==> src/rtl/if_stage.sv <==
// Instruction-fetch stage: next-PC generation, inst SRAM read control and a
// one-entry hold buffer that keeps the fetched word stable while ID stalls.
module if_stage #(
  parameter logic [31:0] RESET_PC = 32'h1c000000
) (
  input  logic        clk,
  input  logic        rst,
  input  logic        br_taken,
  input  logic [31:0] br_target,
  input  logic        id_allowin,
  output logic        inst_sram_en,
  output logic [3:0]  inst_sram_we,
  output logic [31:0] inst_sram_addr,
  output logic [31:0] inst_sram_wdata,
  input  logic [31:0] inst_sram_rdata,
  output logic        if_to_id_valid,
  output logic [31:0] if_pc,
  output logic [31:0] if_inst
);

  // PC value held in reset so the first increment lands on RESET_PC.
  localparam logic [31:0] PRE_RESET_PC = RESET_PC - 32'd4;

  logic        fs_valid_q, fs_valid_d;
  logic [31:0] fs_pc_q, fs_pc_d;
  logic        buf_valid_q, buf_valid_d;
  logic [31:0] inst_buf_q, inst_buf_d;

  logic        fs_allowin;
  logic [31:0] next_pc;

  // The slot may advance when empty, when ID takes it, or when a redirect
  // cancels it; the redirect target overrides sequential fetch.
  always_comb begin
    fs_allowin = !fs_valid_q || id_allowin || br_taken;
    next_pc    = br_taken ? br_target : (fs_pc_q + 32'd4);
  end

  // Next-state: advance on allowin, otherwise hold the slot and capture the
  // SRAM word on the first stall cycle, the only cycle it is guaranteed valid.
  always_comb begin
    fs_valid_d  = fs_valid_q;
    fs_pc_d     = fs_pc_q;
    buf_valid_d = buf_valid_q;
    inst_buf_d  = inst_buf_q;
    if (fs_allowin) begin
      fs_valid_d  = 1'b1;
      fs_pc_d     = next_pc;
      buf_valid_d = 1'b0;
    end else if (!buf_valid_q) begin
      inst_buf_d  = inst_sram_rdata;
      buf_valid_d = 1'b1;
    end
  end

  // State registers; reset clears everything immediately, dropping any buffered word.
  always_ff @(posedge clk or posedge rst) begin
    if (rst) begin
      fs_valid_q  <= 1'b0;
      fs_pc_q     <= PRE_RESET_PC;
      buf_valid_q <= 1'b0;
      inst_buf_q  <= 32'h0;
    end else begin
      fs_valid_q  <= fs_valid_d;
      fs_pc_q     <= fs_pc_d;
      buf_valid_q <= buf_valid_d;
      inst_buf_q  <= inst_buf_d;
    end
  end

  // SRAM side: read-only port, address driven every cycle and qualified by en.
  always_comb begin
    inst_sram_en    = !rst && fs_allowin;
    inst_sram_we    = 4'b0000;
    inst_sram_addr  = next_pc;
    inst_sram_wdata = 32'h0;
  end

  // ID side: a redirect cancels the presented slot in the same cycle.
  always_comb begin
    if_to_id_valid = fs_valid_q && !br_taken;
    if_pc          = fs_pc_q;
    if_inst        = buf_valid_q ? inst_buf_q : inst_sram_rdata;
  end

endmodule
==> config.mk <==
export PLATFORM = sky130hd
export DESIGN_NAME = if_stage
export DESIGN_NICKNAME = d
export VERILOG_FILES = /design/src/rtl/if_stage.sv
export SDC_FILE = /design/constraint.sdc
export NUM_CORES = 1
export LEC_CHECK = 0
export ABC_CLOCK_PERIOD_IN_PS = 2050
export BUFFER_PORTS_ARGS = -buffer_cell sky130_fd_sc_hd__buf_2
export CAP_MARGIN = 10
export CORE_UTILIZATION = 40
export CTS_BUF_LIST = sky130_fd_sc_hd__clkbuf_4
export CTS_CLUSTER_DIAMETER = 200
export DETAILED_ROUTE_END_ITERATION = 7
export PLACE_DENSITY = 0.8
export SLEW_MARGIN = 20
export SYNTH_ARGS = -nofsm -noshare
export SYNTH_HDL_FRONTEND = slang
export SYNTH_SLANG_ARGS = --single-unit
==> constraint.sdc <==
create_clock -name clk -period 2.05 [get_ports clk]
set_input_delay 0.205 -clock clk [delete_from_list [all_inputs] [get_ports clk]]
set_output_delay 0.205 -clock clk [all_outputs]
set_load 0.005 [all_outputs]
==> impl_results.md <==
* Outcome: finished, violations left
* Violated checks: setup timing
* I/O Pins at 202
* Most numerous cell in the Yosys netlist: nand2_1
* Element type at the critical path start: flip-flop
* Core area at 11030 sq um
* TritonRoute pass-1 iters at 5
* CP max FO at 8
* Max Cap Violations at 0
* WL final at 14770 um
* H-tree levels at 3
* FFs w/ async S/R, synth at 100.0%
* Synth area leaders: dfrtp_1 22%, dfstp_2 15%, mux2_2 13%, nand2_1 9.4%, buf_4 5.9%
* Hold_sp: br_target[13]
* Met3 Usage GRT at 5.809%
* Top Usage Layer GRT: met2
* Setup WS pre-CTS at -39.65 ps
* Avg Inst Size Synth at 8.570 sq um
* Area growth from synthesis to layout at 46.67%
* Sequential area share after synthesis at 36.46%
* Via count at 4978
* Leakage at 3.169 nW
* DRC at 0
* Final worst slack at -443.1 ps
* Sink Count at 66
* Starting Density at 41.88%
* Largest net degree at the start of global routing at 67
* ANT nets after route at 0
* Clock root buffer: clkbuf_4
* Maximum root-to-sink buffer count at 2
* Fmax at 401.1 MHz
* Critical Setup Path Class: reg -> out
* DR WL/cell at 16.06 um
* Slew Viols, Final at 0
* Worst path max stage delay at 590 ps
* Commonest cells in the netlist: 116 x nand2_1, 54 x mux2_2, 40 x dfrtp_1
* Global-route wire length before repair at 22000 um
* CTS tree: done
* Met2 Usage GRT at 42.09%
* Port bufs at 165
* Post-route clock skew at 22.95 ps
* RSZ-0062 raised after global routing: yes
* Synth Cell Area at 4619 sq um
* Fin area at 6775 sq um
* Slowest-stage cell, CP: dfstp_2
* Reg-to-Reg Start: if_pc[2]$_DFFE_PP1N_
* Leading area contributor after synthesis: dfrtp_1
* Vias in the first global route at 4501
* WHS Path Cells at 2
* Final Setup Violations at 29
* Critical Path RT at 1850 ps
* Cell Chain, Critical Path: and4_4 -> nand4_1 -> buf_6 -> or4_1 -> a31oi_1 -> buf_2
* Max VDD drop at 438.6 uV
* Die extent in x at 109.5 um
* Setup TNS at -7677 ps
* Number of clock buffers inserted by TritonCTS at 9
* Starting DRT DRC Count at 292
* GR met1 Demand/Resource at 27.80%
* Critical path capture point type: output port
* Synth cell types at 46
* Synth warnings at 0
* FP Rows at 38
* Pwr per Cell Area at 614.1 nW/um^2
* Total power at 4.161 mW
* Cell Area, Placed at 5849 sq um
* Die height at 109.5 um
* Post-Synthesis Cells at 539
* Tot GR Track Use at 23.75%
* HPWL Detailed at 9861 um
* Final RePlAce weighted congestion at 0.8650
* Yosys top cell area share at 21.67%
* Worst EP arrival at 2290 ps
* Worst hold path type: in -> reg
* Final period util at 121.6%
* Final min period at 2493 ps
* Gr ovfl total at 0
* Worst-path clk slew at 120 ps
* EDFF count, synth at 0
* Die area at 11980 sq um
* Crit path from: if_pc[12]$_DFFE_PP1N_
* Worst hold slack at 39.56 ps
* Dominant synthesized flop cell: dfrtp_1
* Clk_lat worst skew at 420 ps
* Initial antenna violation count at 1
* # nets final at 843
* Vias per cell at 5.411
* Final Hold Vio Count at 0
* Register bit total from synthesis at 66
* Layout cells sized above 1 at 52.63%
* R2R cell count at 9
layer usage:
| layer | vias up | wire, um |
|---|---|---|
| met2 | 273 | 7436 |
| met5 | - | 0 |
| met1 | 2348 | 5768 |
| li1 | 2321 | - |
| met3 | 36 | 1243 |
| met4 | 0 | 323 |
placed cells by master, fill, tap and decap left out, drive strengths merged, types with 10 or more instances in the layout:
cell type / instances
buf: 258
dfstp: 26
o31a: 10
nor2: 34
a31oi: 13
nor3: 15
nand3: 15
mux2: 54
conb: 37
a311oi: 18
nor2b: 10
o21ai: 11
nor4: 12
dfrtp: 40
nand4: 11
nand2: 117
worst paths after layout:
path | to | slack [ps]
min in group asynchronous | inst_buf_q[13]$_DFFE_PP0P_ | 410
max in group asynchronous | if_pc[25]$_DFFE_PP1N_ | 1300
worst max register to register | if_pc[13]$_DFFE_PP1N_ | -30
worst max-delay path | inst_sram_addr[25] | -440
worst min register to register | inst_buf_q[30]$_DFFE_PP0P_ | 490
worst min-delay path | if_pc[13]$_DFFE_PP1N_ | 40
sequential cells by signal, indices dropped and copies added (netlist names):
name	count
inst_buf_q	32
buf_valid_q	1
if_pc	32
fs_valid_q	1
through the flow:
stage	instances	utilization, %
2_1_floorplan	574	-
3_3_place_gp	871	53.03
3_5_place_dp	871	53.03
4_1_cts	909	58.03
5_1_grt	919	61.40
6_report	920	61.42
cell type report:
cell class / instances / area, sq um
multi-input cells: 430 / 3003
inverters: 5 / 20.02
flip-flops and latches: 66 / 1684
diodes: 1 / 2.502
fillers: 938 / 4255
well taps: 140 / 175.2
clock inverters: 7 / 117.6
clock buffers: 9 / 67.56
repair buffers: 262 / 1705
what timing repair did:
action | in CTS | in global routing
endpoints found under the hold margin | 40 | 3
hold buffers | 1 | 3
gates cloned | 1 | 0
setup buffers | 21 | 11
endpoints found under the setup margin | 30 | 44
pin swaps | 39 | 29
gates resized for setup | 49 | 56
critical path, delay by kind of cell, from the launching register on:
family | cells | cell delay (ps)
AO/OA/AOI/OAI | 1 | 210
buffers and inverters | 2 | 310
AND/OR/NAND/NOR | 3 | 770
flip-flops | 1 | 590
report_power, final:
group	total (mW)	internal [mW]	switching, mW	leakage (nW)
clock	1.15	0.615	0.531	0.0898
combinational	1.35	0.675	0.678	2.31
sequential	1.66	1.53	0.134	0.771
cells by family after synthesis:
group                      Yosys count  synth area share [%]
other                                2                0.1626
muxes                               54                 13.16
adders and majority gates            1                0.2708
and+or+nand+nor                    250                 25.70
AOI/OAI and AO/OA                   72                 11.54
xor gates and xnor gates            16                 3.034
DFF                                 66                 36.46
buffers and inverters               78                 9.669
Note: power is estimated with default switching activity, not from simulation.
